**config.mk**
```make
export PLATFORM = sky130hd
export DESIGN_NAME = serial_adder_ctrl
export DESIGN_NICKNAME = d
export VERILOG_FILES = /design/src/rtl/serial_add_pkg.sv /design/src/rtl/full_adder_bit.sv /design/src/rtl/serial_adder_ctrl.sv
export SDC_FILE = /design/constraint.sdc
export NUM_CORES = 1
export LEC_CHECK = 0
export ABC_AREA = 1
export ABC_CLOCK_PERIOD_IN_PS = 1400
export CAP_MARGIN = 5
export CORE_MARGIN = 4
export CORE_UTILIZATION = 30
export CTS_CLUSTER_DIAMETER = 200
export CTS_CLUSTER_SIZE = 28
export DETAILED_ROUTE_END_ITERATION = 7
export DONT_BUFFER_PORTS = 1
export SLEW_MARGIN = 10
export SYNTH_ARGS = -nofsm -noshare
export SYNTH_HDL_FRONTEND = slang
export SYNTH_HIERARCHICAL = 1
export SYNTH_SLANG_ARGS = --single-unit
```
**constraint.sdc**
```tcl
create_clock -name clk -period 1.4 [get_ports clk]
set_input_delay 0.14 -clock clk [delete_from_list [all_inputs] [get_ports clk]]
set_output_delay 0.14 -clock clk [all_outputs]
set_load 0.01 [all_outputs]
```
**src/rtl/serial_add_pkg.sv**
```systemverilog
// Shared definitions for the bit-serial adder controller: FSM state
// encoding and the default operand width.
package serial_add_pkg;

  localparam int DEFAULT_WIDTH = 8;

  typedef enum logic [1:0] {
    ST_IDLE = 2'b00,
    ST_RUN  = 2'b01,
    ST_DONE = 2'b10
  } state_t;

endpackage : serial_add_pkg

```
**src/rtl/full_adder_bit.sv**
```systemverilog
// Single-bit full adder cell. This is the one arithmetic resource that the
// serial controller time-shares across every bit position of an operation.
module full_adder_bit (
  input  logic a,
  input  logic b,
  input  logic cin,
  output logic sum,
  output logic cout
);

  logic half_s;

  assign half_s = a ^ b;
  assign sum    = half_s ^ cin;
  assign cout   = (a & b) | (cin & half_s);

endmodule : full_adder_bit

```
**src/rtl/serial_adder_ctrl.sv**
```systemverilog
// Bit-serial adder controller. Operands are captured on an accepted start,
// then one bit pair per clock (LSB first) goes through a single full adder
// cell, with the carry held in a flop between bits. The result is published
// to registered sum/cout together with a one-cycle done pulse.
//
// Optional feature macro: SERIAL_ADD_SUB_EN adds the sub port; when sub=1 on
// an accepted start, B is inverted and the carry starts at 1 (a - b, cout=1
// means no borrow).
module serial_adder_ctrl
  import serial_add_pkg::*;
#(
  parameter int WIDTH = DEFAULT_WIDTH
) (
  input  logic             clk,
  input  logic             rst_n,
  input  logic             start,
  input  logic [WIDTH-1:0] a,
  input  logic [WIDTH-1:0] b,
`ifdef SERIAL_ADD_SUB_EN
  input  logic             sub,
`endif
  output logic             busy,
  output logic             done,
  output logic [WIDTH-1:0] sum,
  output logic             cout
);

  localparam int                CW       = $clog2(WIDTH + 1);
  localparam logic [CW-1:0]     CNT_LAST = CW'(WIDTH - 1);
  localparam logic [CW-1:0]     CNT_ONE  = CW'(1);

  state_t           state_r;
  logic [WIDTH-1:0] sa_r;
  logic [WIDTH-1:0] sb_r;
  logic [WIDTH-1:0] res_r;
  logic             carry_r;
  logic [CW-1:0]    cnt_r;

  logic             s_bit_s;
  logic             c_next_s;
  logic [WIDTH-1:0] res_next_s;
  logic [WIDTH-1:0] sb_load_s;
  logic             carry_init_s;

  // The shared adder cell always sees the current LSB pair and held carry.
  full_adder_bit u_fa (
    .a    (sa_r[0]),
    .b    (sb_r[0]),
    .cin  (carry_r),
    .sum  (s_bit_s),
    .cout (c_next_s)
  );

  // New sum bit enters at the MSB; after WIDTH shifts the result is aligned.
  if (WIDTH == 1) begin : g_res_w1
    assign res_next_s = s_bit_s;
  end else begin : g_res_wn
    assign res_next_s = {s_bit_s, res_r[WIDTH-1:1]};
  end

  // Operand B and initial carry for the operation about to be accepted.
  always_comb begin
    sb_load_s    = b;
    carry_init_s = 1'b0;
`ifdef SERIAL_ADD_SUB_EN
    if (sub) begin
      sb_load_s    = ~b;
      carry_init_s = 1'b1;
    end else begin
      sb_load_s    = b;
      carry_init_s = 1'b0;
    end
`endif
  end

  // Sequencer: FSM, bit counter, shift registers and registered outputs.
  always_ff @(posedge clk or negedge rst_n) begin
    if (!rst_n) begin
      state_r <= ST_IDLE;
      sa_r    <= '0;
      sb_r    <= '0;
      res_r   <= '0;
      carry_r <= 1'b0;
      cnt_r   <= '0;
      busy    <= 1'b0;
      done    <= 1'b0;
      sum     <= '0;
      cout    <= 1'b0;
    end else begin
      case (state_r)
        ST_IDLE: begin
          done <= 1'b0;
          if (start) begin
            sa_r    <= a;
            sb_r    <= sb_load_s;
            carry_r <= carry_init_s;
            cnt_r   <= '0;
            busy    <= 1'b1;
            state_r <= ST_RUN;
          end else begin
            busy    <= 1'b0;
            state_r <= ST_IDLE;
          end
        end
        ST_RUN: begin
          sa_r    <= sa_r >> 1'd1;
          sb_r    <= sb_r >> 1'd1;
          carry_r <= c_next_s;
          res_r   <= res_next_s;
          cnt_r   <= cnt_r + CNT_ONE;
          if (cnt_r == CNT_LAST) begin
            sum     <= res_next_s;
            cout    <= c_next_s;
            busy    <= 1'b0;
            done    <= 1'b1;
            state_r <= ST_DONE;
          end else begin
            busy    <= 1'b1;
            done    <= 1'b0;
            state_r <= ST_RUN;
          end
        end
        ST_DONE: begin
          busy    <= 1'b0;
          done    <= 1'b0;
          state_r <= ST_IDLE;
        end
        default: begin
          busy    <= 1'b0;
          done    <= 1'b0;
          state_r <= ST_IDLE;
        end
      endcase
    end
  end

endmodule : serial_adder_ctrl

```
# After elaboration in Yosys (flattened, before gate mapping)
# Cells that the tools add are included.
dict set report totals {
  output_inout_bits 11
  reg_bits 42
}
dict set report classes {
  n_bitwise 5
  addsub 1
  mux 16
  eq_ne 3
  reduce_logical 4
}
# op count
set ops {}
lappend ops {{$pmux W8 S2} 2}
lappend ops {{$mux W8} 2}
lappend ops {{$pmux W4 S2} 1}
lappend ops {{$mux W1} 6}
lappend ops {{$add A4 B1 Y4 const B} 1}
lappend ops {{$eq A4 B3 Y1 const B} 1}
lappend ops {{$mux W4} 1}
lappend ops {{$pmux W1 S2} 2}
lappend ops {{$pmux W2 S2} 1}
lappend ops {{$reduce_and A2 Y1} 2}
lappend ops {{$and A1 B1 Y1} 2}
lappend ops {{$eq A2 B1 Y1 const B} 1}
lappend ops {{$logic_not A2 Y1} 1}
lappend ops {{$mux W2} 1}
lappend ops {{$ne A2 B2 Y1 const B} 1}
lappend ops {{$reduce_bool A2 Y1} 1}
lappend ops {{$xor A1 B1 Y1} 2}
lappend ops {{$or A1 B1 Y1} 1}

# Logic depth before layout (Yosys ltp)
# Gate-level depths: netlist (run 1).
dict set report depth {
  ltp_word 4
  mapped_depth 7
}

# By module
# The synthesis (run 1) kept the hierarchy.
# mod n_inst cells_per_inst area_each_um2 seq_area_each_um2
set modules_own_cells {}
lappend modules_own_cells {serial_adder_ctrl 1 216 1756.7 975.9}
lappend modules_own_cells {full_adder_bit 1 1 20.0 0.0}

# Worst setup path after synthesis (run 1)
# No wires, ideal clock.
dict set report synth_path {
  path_kind {reg-to-reg}
  startpoint {register state_r[0]}
  endpoint {register sa_r[0]}
  setup_time_ns 0.116
  arrival_time_ns 1.013
  path_stages_with_launch 7
  path_buffers 2
  path_slack_ns 0.270
  path_cell_list {dfrtp_1 > buf_6 > o21ai_4 > inv_2 > buf_6 > nand2_1 > nand2_1}
}
dict set report synth_between {
  elab_chain_cells 3
}
# element line_no
set synth_lines {}
lappend synth_lines {{start: declaration} serial_adder_ctrl.sv:32} ;# state_t state_r;
lappend synth_lines {{start signal: assignment} serial_adder_ctrl.sv:79} ;# state_r <= ST_IDLE;
lappend synth_lines {{start signal: assignment} serial_adder_ctrl.sv:99} ;# state_r <= ST_RUN;
lappend synth_lines {{start signal: assignment} serial_adder_ctrl.sv:102} ;# state_r <= ST_IDLE;
lappend synth_lines {{$eq A2 B1 Y1 / $logic_not A2 Y1 (equally long branches)} serial_adder_ctrl.sv:90} ;# case (state_r)
lappend synth_lines {{$reduce_bool A2 Y1 (no source line) / $ne A2 B2 Y1 (equally long branches)} n/a}
lappend synth_lines {{$reduce_and A2 Y1 (no source line)} n/a}
lappend synth_lines {{end signal: assignment} serial_adder_ctrl.sv:106} ;# sa_r <= sa_r >> 1'd1;
lappend synth_lines {{end: declaration} serial_adder_ctrl.sv:33} ;# logic [WIDTH-1:0] sa_r;
# Several ways; a longest one is shown, not always the timed one.
# A chain may end at the register's enable or synchronous reset.

# Worst setup path after layout (run 1)
dict set report layout_path {
  startpoint {register cnt_r[0]}
  endpoint {register sum[5]}
}
dict set report layout_between {
  elab_chain_cells 2
}
# element line_no
set layout_lines {}
lappend layout_lines {{start: declaration} serial_adder_ctrl.sv:37} ;# logic [CW-1:0] cnt_r;
lappend layout_lines {{start signal: assignment} serial_adder_ctrl.sv:110} ;# cnt_r <= cnt_r + CNT_ONE;
lappend layout_lines {{$eq A4 B3 Y1} serial_adder_ctrl.sv:111} ;# if (cnt_r == CNT_LAST) begin
lappend layout_lines {{$reduce_and A2 Y1 (no source line)} n/a}
lappend layout_lines {{end signal: assignment} serial_adder_ctrl.sv:112} ;# sum <= res_next_s;
lappend layout_lines {{end: declaration} serial_adder_ctrl.sv:24} ;# output logic [WIDTH-1:0] sum,
# No other way between the ends.

==> summary.log, run 1 <==
[sta] final hold violations 0
[clock_tree] clock latency at the later pin of the worst-skew pair 0.30 ns
[global_route] via count of the first global-routing pass 1247
[sta] Worst Max-Slew Pin Slew 0.290 ns
[drt] residual antenna-violating net count after detailed routing 0
[logic_synthesis] synthesized cell area 0.00178 mm^2
[pwr] VDD IR-drop max 0.000615 V
[floorplanning] die width 85.0 um
[drt] total vias in the final route 1322
[status] status finished clean
[drt] TritonRoute pass-1 iters 4
[floorplanning] Starting Density 31.7%
[clock_tree] clock tree from TritonCTS built
[drt] number of DRC violations after detailed-routing iteration 0 115
[floorplanning] die extent in y 85.0 um
[global_route] wire length of the first global-routing pass 6170 um
[worst_hold_path] launch instance of the worst min-delay path a[7]
[floorplanning] core area 0.00561 mm^2
[logic_synthesis] synthesis-stage register bit count 39
[cells_and_area] Util after Layout 36.3%
[pwr] leakage power summed over all cells 1.09 nW
[setup_path] required time of the critical path 1.60 ns
[setup_path] Worst EP arrival 1.46 ns
[setup_path] startpoint types flip-flop
[logic_synthesis] number of distinct library cells after synthesis 17
[logic_synthesis] Yosys top cell by area sky130_fd_sc_hd__dfrtp_1
[cells_and_area] area of all placed cells without fillers 0.00204 mm^2
[sta] post-route setup TNS 0 ns
[pwr] overall power of the completed layout 4.51 mW
[logic_synthesis] Synth warnings 6
[clock_tree] Max H-tree Level 2
[placed_design] post-placement cell area 0.00188 mm^2
[cells_and_area] number of antenna diodes 0
[logic_synthesis] Synth area leaders sky130_fd_sc_hd__dfrtp_1 55%, sky130_fd_sc_hd__nand2_1 26%, sky130_fd_sc_hd__nand3_1 5.1%, sky130_fd_sc_hd__o21ai_0 3.1%, sky130_fd_sc_hd__buf_4 2.5%
[worst_hold_path] Min-Delay Path Class in2reg
[setup_path] crit-path max FO 5
[floorplanning] area of the die 0.00722 mm^2
[setup_path] endpoint kind of the worst setup timing path flip-flop
[placed_design] routability congestion estimate 0.741
[logic_synthesis] number of cells produced by synthesis 217
[global_route] initial antenna violation count 0
[global_route] pin count of the biggest net entering global routing 40
[cells_and_area] NumNets Final 248
[logic_synthesis] Yosys top cell area share 54.9%
[global_route] global-route total usage across every layer 10.8%
[sta] final number of max-transition violations 0
[cells_and_area] fraction of layout cells with a size suffix above 1 11.0%
[sta] Finish-stage setup viols 0
[sta] share of the clock period used by the worst path after layout 89.9%
[logic_synthesis] Syn Area/Cell 8.19 um^2
[drt] sum of routed wire length over all layers 3760 um
[sta] Slew HR 80.7%
[job] reported max-cap violation count 0
[logic_synthesis] synthesized netlist net count 238
[global_route] total global routing overflow 0
[placed_design] detailed-placement wirelength estimate 2600 um
[pwr] pwr dens 2210 mW/mm^2
[floorplanning] I/O pin count 30
[sta] final critical path time including I/O delays and setup 1.26 ns
[sta] max frequency 0.795 GHz
[clock_tree] deepest clock path buffer count 2
[drt] average routed wire per standard cell 12.5 um
[floorplanning] standard-cell row count 27
[sta] Clock Skew 0.0115 ns
[drt] drc violations 0
[setup_path] critical setup path kind reg2reg
[logic_synthesis] share of synthesized area occupied by flip-flops and latches 54.9%
[clock_tree] Clock Pin Slew Worst Setup and Hold Paths 0.09 ns
[drt] average vias per placed instance 4.41
[cells_and_area] layout overhead on the synthesized area 14.7%
[placed_design] port bufs 0
[clock_tree] number of buffers created by CTS 5
[clock_tree] cell at the root of the clock tree sky130_fd_sc_hd__clkbuf_8
[setup_path] startpoint of the worst register-to-register path cnt_r[0]$_DFFE_PN0P_
[sta] setup repair after global routing missed its margin false
[sta] Fin Hold WS 0.0204 ns
[clock_tree] clock net sink count 39
[setup_path] critical path launch point cnt_r[0]$_DFFE_PN0P_
worst max-delay path, cell delays in order (launching register included):
cell and delay, ns:
sky130_fd_sc_hd__dfrtp_1 0.40, sky130_fd_sc_hd__ha_1 0.20, sky130_fd_sc_hd__nand2_1 0.09, sky130_fd_sc_hd__nor2_2 0.18, sky130_fd_sc_hd__nand2_1 0.16, sky130_fd_sc_hd__nand2_1 0.09
sky130_fd_sc_hd__nand2_1 0.05
what timing repair did:
action | 4_1_cts | 5_1_grt
setup endpoints to repair | 0 | 1
buffers inserted | 0 | 0
hold endpoints to repair | 40 | 0
hold buffers | 3 | 0
gates resized for setup | 0 | 1
cell usage in the layout, fill, tap and decap left out, types with 2 or more instances in the layout:
cell                            Yosys  final
sky130_fd_sc_hd__buf_4              6      6
sky130_fd_sc_hd__dfrtp_1           39     39
sky130_fd_sc_hd__inv_2              3      3
sky130_fd_sc_hd__o21ai_0           11     11
sky130_fd_sc_hd__dlygate4sd3_1      0      2
sky130_fd_sc_hd__clkbuf_8           0      5
sky130_fd_sc_hd__inv_1              7      7
sky130_fd_sc_hd__nand3_1           18     18
sky130_fd_sc_hd__nand2_1          121    122
sky130_fd_sc_hd__buf_12             0      3
path summary, 6_finish.rpt:
| path | cells past startpoint | slack [ns] | to |
|---|---|---|---|
| max in group asynchronous | 2 | 0.92 | sb_r[5]$_DFFE_PN0P_ |
| hold reg to reg | 2 | 0.48 | sum[2]$_DFFE_PN0P_ |
| min in group asynchronous | 2 | 0.28 | sum[1]$_DFFE_PN0P_ |
| setup / recovery | 6 | 0.14 | sum[5]$_DFFE_PN0P_ |
| hold / removal | 2 | 0.02 | sa_r[7]$_DFFE_PN0P_ |
| setup reg to reg | 6 | 0.14 | sum[5]$_DFFE_PN0P_ |
Yosys cell counts, drive strengths merged:
cell / n
nand3: 18
ha: 1
nand4: 1
buf: 9
nor2: 3
inv: 10
fa: 1
nand2: 123
dfrtp: 39
o21ai: 12
metrics by stage:
stage	setup slack [ns]	cells
6_report	0.142	300
3_5_place_dp	0.107	288
2_1_floorplan	0.270	217
5_1_grt	0.0249	300
4_1_cts	0.0866	299
3_3_place_gp	0.135	288
report_power, final:
part	internal (mW)	switching [mW]
clock	0.531	0.412
sequential	1.60	0.380
combinational	0.626	0.964
cells by family (layout without fill, tap and decap cells):
kind of cell               count (synthesis)  after routing  share of synthesized area (%)
and+or+nand+nor                          145            146                           33.0
DFF                                       39             39                           54.9
buffers and inverters                     19             29                           6.20
AOI/OAI and AO/OA                         12             12                           4.01
adders and majority gates                  2              2                           1.83
flip-flops by register name, indices dropped and copies added, names as in the netlist:
name,cells
sb_r,8
sum,8
cout,1
sa_r,8
res_r,7
cnt_r,4
carry_r,1
state_r,1
done,1
per-layer routing:
layer	share of wire, %	vias up	track usage (%)
met5	0	-	0
met4	2.3	0	5.61
met3	5.6	7	3.88
met2	42	27	14.5
met1	50	592	15.1
li1	-	696	-
final cells by class:
type | instances | area, um^2
clock buffer | 5 | 68.8
clock inverter | 3 | 43.8
multi-input combinational | 160 | 697
fill | 587 | 3570
inverter | 10 | 37.5
tap | 72 | 90.1
timing repair buffer | 11 | 125
sequential | 39 | 976
(Power assumes the default switching activity.)
==> inputs of run 2 (changes only) <==
RECOVER_POWER = 100   (was unset)
==> run 2 against run 1 <==
  * Clock skew is 0.00098 ns lower
  * Maximum frequency fell by 3.7%
  * Cell count stayed put
  * Global-route usage is the same
  * Setup slack worse by 0.048 ns
  * Non-clock buffer count did not move
  * Sequential power is essentially flat
  * Register-to-register slack worse by 0.05 ns
  * Via count up 0.91%
  * Critical path type unchanged
==> summary.log, run 2 (synthesized netlist as in run 1, its figures left out) <==
[clock_tree] clock net sink count 39 [unchanged]
[sta] Finish-stage setup viols 0 [unchanged]
[pwr] VDD IR-drop max 0.000604 V [was 0.000615 V]
[drt] residual antenna-violating net count after detailed routing 0 [unchanged]
[drt] sum of routed wire length over all layers 3760 um [about the same]
[sta] max frequency 0.766 GHz [was 0.795 GHz]
[clock_tree] post-CTS setup repair buffer count 0 [unchanged]
[floorplanning] core area 0.00561 mm^2 [unchanged]
[drt] average routed wire per standard cell 12.5 um [about the same]
[global_route] wire length of the first global-routing pass 6170 um [unchanged]
[sta] post-route setup TNS 0 ns [unchanged]
[clock_tree] Clock Pin Slew Worst Setup and Hold Paths 0.07 ns [was 0.09 ns]
[sta] Slew HR 36.9% [was 80.7%]
[placed_design] post-placement cell area 0.00188 mm^2 [unchanged]
[placed_design] routability congestion estimate 0.741 [unchanged]
[sta] final number of max-transition violations 0 [unchanged]
[global_route] global-route total usage across every layer 10.8% [unchanged]
[setup_path] critical path launch point state_r[0]$_DFF_PN0_ [was cnt_r[0]$_DFFE_PN0P_]
[clock_tree] Max H-tree Level 2 [unchanged]
[status] status finished clean [unchanged]
[cells_and_area] non-filler instance count after layout 300 [unchanged]
[sta] final hold violations 0 [unchanged]
[drt] number of DRC violations after detailed-routing iteration 0 97 [was 115]
[drt] average vias per placed instance 4.45 [was 4.41]
[worst_hold_path] Min-Delay Path Class in2reg [unchanged]
[setup_path] critical setup path kind reg2reg [unchanged]
[floorplanning] die extent in y 85.0 um [unchanged]
[drt] drc violations 0 [unchanged]
[sta] final setup slack of the worst path 0.0938 ns [was 0.142 ns]
[setup_path] startpoint of the worst register-to-register path state_r[0]$_DFF_PN0_ [was cnt_r[0]$_DFFE_PN0P_]
[floorplanning] area of the die 0.00722 mm^2 [unchanged]
[clock_tree] deepest clock path buffer count 2 [unchanged]
[pwr] pwr dens 2230 mW/mm^2 [was 2210 mW/mm^2]
[floorplanning] Starting Density 31.7% [unchanged]
[worst_hold_path] launch instance of the worst min-delay path a[7] [unchanged]
[placed_design] port bufs 0 [unchanged]
[clock_tree] number of buffers created by CTS 5 [unchanged]
[cells_and_area] number of antenna diodes 0 [unchanged]
[sta] Fin Hold WS 0.0214 ns [was 0.0204 ns]
[setup_path] required time of the critical path 1.61 ns [was 1.60 ns]
[cells_and_area] layout overhead on the synthesized area 12.7% [was 14.7%]
[floorplanning] standard-cell row count 27 [unchanged]
[global_route] initial antenna violation count 0 [unchanged]
[cells_and_area] commonest cells after routing, fill and taps aside 122 x sky130_fd_sc_hd__nand2_1, 39 x sky130_fd_sc_hd__dfrtp_1, 18 x sky130_fd_sc_hd__nand3_1 [unchanged]
[sta] final critical path time including I/O delays and setup 1.31 ns [was 1.26 ns]
[cells_and_area] most common library cell in the layout ignoring fill and taps sky130_fd_sc_hd__nand2_1 [unchanged]
[sta] setup repair after global routing missed its margin false [unchanged]
[pwr] overall power of the completed layout 4.46 mW [was 4.51 mW]
[clock_tree] cell at the root of the clock tree sky130_fd_sc_hd__clkbuf_8 [unchanged]
[clock_tree] clock latency at the later pin of the worst-skew pair 0.30 ns [about the same]
[floorplanning] I/O pin count 30 [unchanged]
[drt] total vias in the final route 1334 [was 1322]
[drt] TritonRoute pass-1 iters 4 [unchanged]
[clock_tree] clock tree from TritonCTS built [unchanged]
[cells_and_area] area of all placed cells without fillers 0.00200 mm^2 [was 0.00204 mm^2]
[setup_path] startpoint types flip-flop [unchanged]
[global_route] pin count of the biggest net entering global routing 40 [unchanged]
[setup_path] crit-path max FO 11 [was 5]
[placed_design] Post-Place Worst Slack 0.107 ns [unchanged]
[job] reported max-cap violation count 0 [unchanged]
[cells_and_area] fraction of layout cells with a size suffix above 1 10.1% [was 11.0%]
[floorplanning] die width 85.0 um [unchanged]
[setup_path] endpoint kind of the worst setup timing path flip-flop [unchanged]
[sta] share of the clock period used by the worst path after layout 93.3% [was 89.9%]
[global_route] total global routing overflow 0 [unchanged]
[placed_design] count of placed standard cells including taps 288 [unchanged]
[pwr] leakage power summed over all cells 1.07 nW [was 1.09 nW]
[cells_and_area] Util after Layout 35.7% [was 36.3%]
[setup_path] Worst EP arrival 1.52 ns [was 1.46 ns]
[cells_and_area] largest registers sa_r x8, sb_r x8, sum x8 [unchanged]
[placed_design] detailed-placement wirelength estimate 2600 um [unchanged]
[sta] Worst Max-Slew Pin Slew 0.946 ns [was 0.290 ns]
[global_route] via count of the first global-routing pass 1247 [unchanged]
[cells_and_area] NumNets Final 248 [unchanged]
[sta] Clock Skew 0.0105 ns [was 0.0115 ns]
## run 2: cell types whose count changed in the layout (fill, tap and decap cells not counted)
cell / before / now
sky130_fd_sc_hd__buf_4: 6 / 2
sky130_fd_sc_hd__o21ai_4: 1 / 0
sky130_fd_sc_hd__clkbuf_2: 0 / 2
sky130_fd_sc_hd__buf_2: 0 / 1
sky130_fd_sc_hd__buf_12: 3 / 2
sky130_fd_sc_hd__o21ai_2: 0 / 1
sky130_fd_sc_hd__clkbuf_1: 0 / 2
## run 2: worst max-delay path, stage by stage, from the launching register on
cell and delay [ns]:
sky130_fd_sc_hd__dfrtp_1 0.48, sky130_fd_sc_hd__buf_12 0.19, sky130_fd_sc_hd__o21ai_2 0.18, sky130_fd_sc_hd__clkbuf_2 0.24, sky130_fd_sc_hd__nand2_1 0.07, sky130_fd_sc_hd__o21ai_0 0.07
## run 2: repair_timing
item,CTS,global route
setup endpoints to repair,0,1
hold buffers,3,0
hold endpoints to repair,40,0
gates resized for setup,0,1
## run 2: path summary, 6_finish.rpt
kind,endpoint,slack [ns],cells after the start
worst max-delay path,cnt_r[0]$_DFFE_PN0P_,0.09,5
worst min-delay path,sa_r[7]$_DFFE_PN0P_,0.02,2
worst max register to register,cnt_r[0]$_DFFE_PN0P_,0.09,5
max in group asynchronous,sb_r[5]$_DFFE_PN0P_,0.30,2
worst min register to register,sum[0]$_DFFE_PN0P_,0.48,2
min in group asynchronous,sum[1]$_DFFE_PN0P_,0.51,2
## run 2: area by class of cell
type	count	area, um^2
fillers	594	3600
multi-input cells	160	689
repair buffers	11	97.6
flip-flops and latches	39	976
inverters	10	37.5
clock inverters	3	43.8
clock buffers	5	68.8
well taps	72	90.1
## run 2: where the power goes
part	internal [mW]	leakage, nW	switching, mW
logic	0.586	0.513	0.952
registers	1.60	0.500	0.381
clock network	0.531	0.0581	0.412
## run 2: per-layer routing
layer,vias to the layer above,routed length (um),global-route usage (%)
met2,28,1610,14.5
met4,0,85,5.61
met3,7,225,3.88
met1,604,1840,15.1
li1,695,-,-
met5,-,0,0
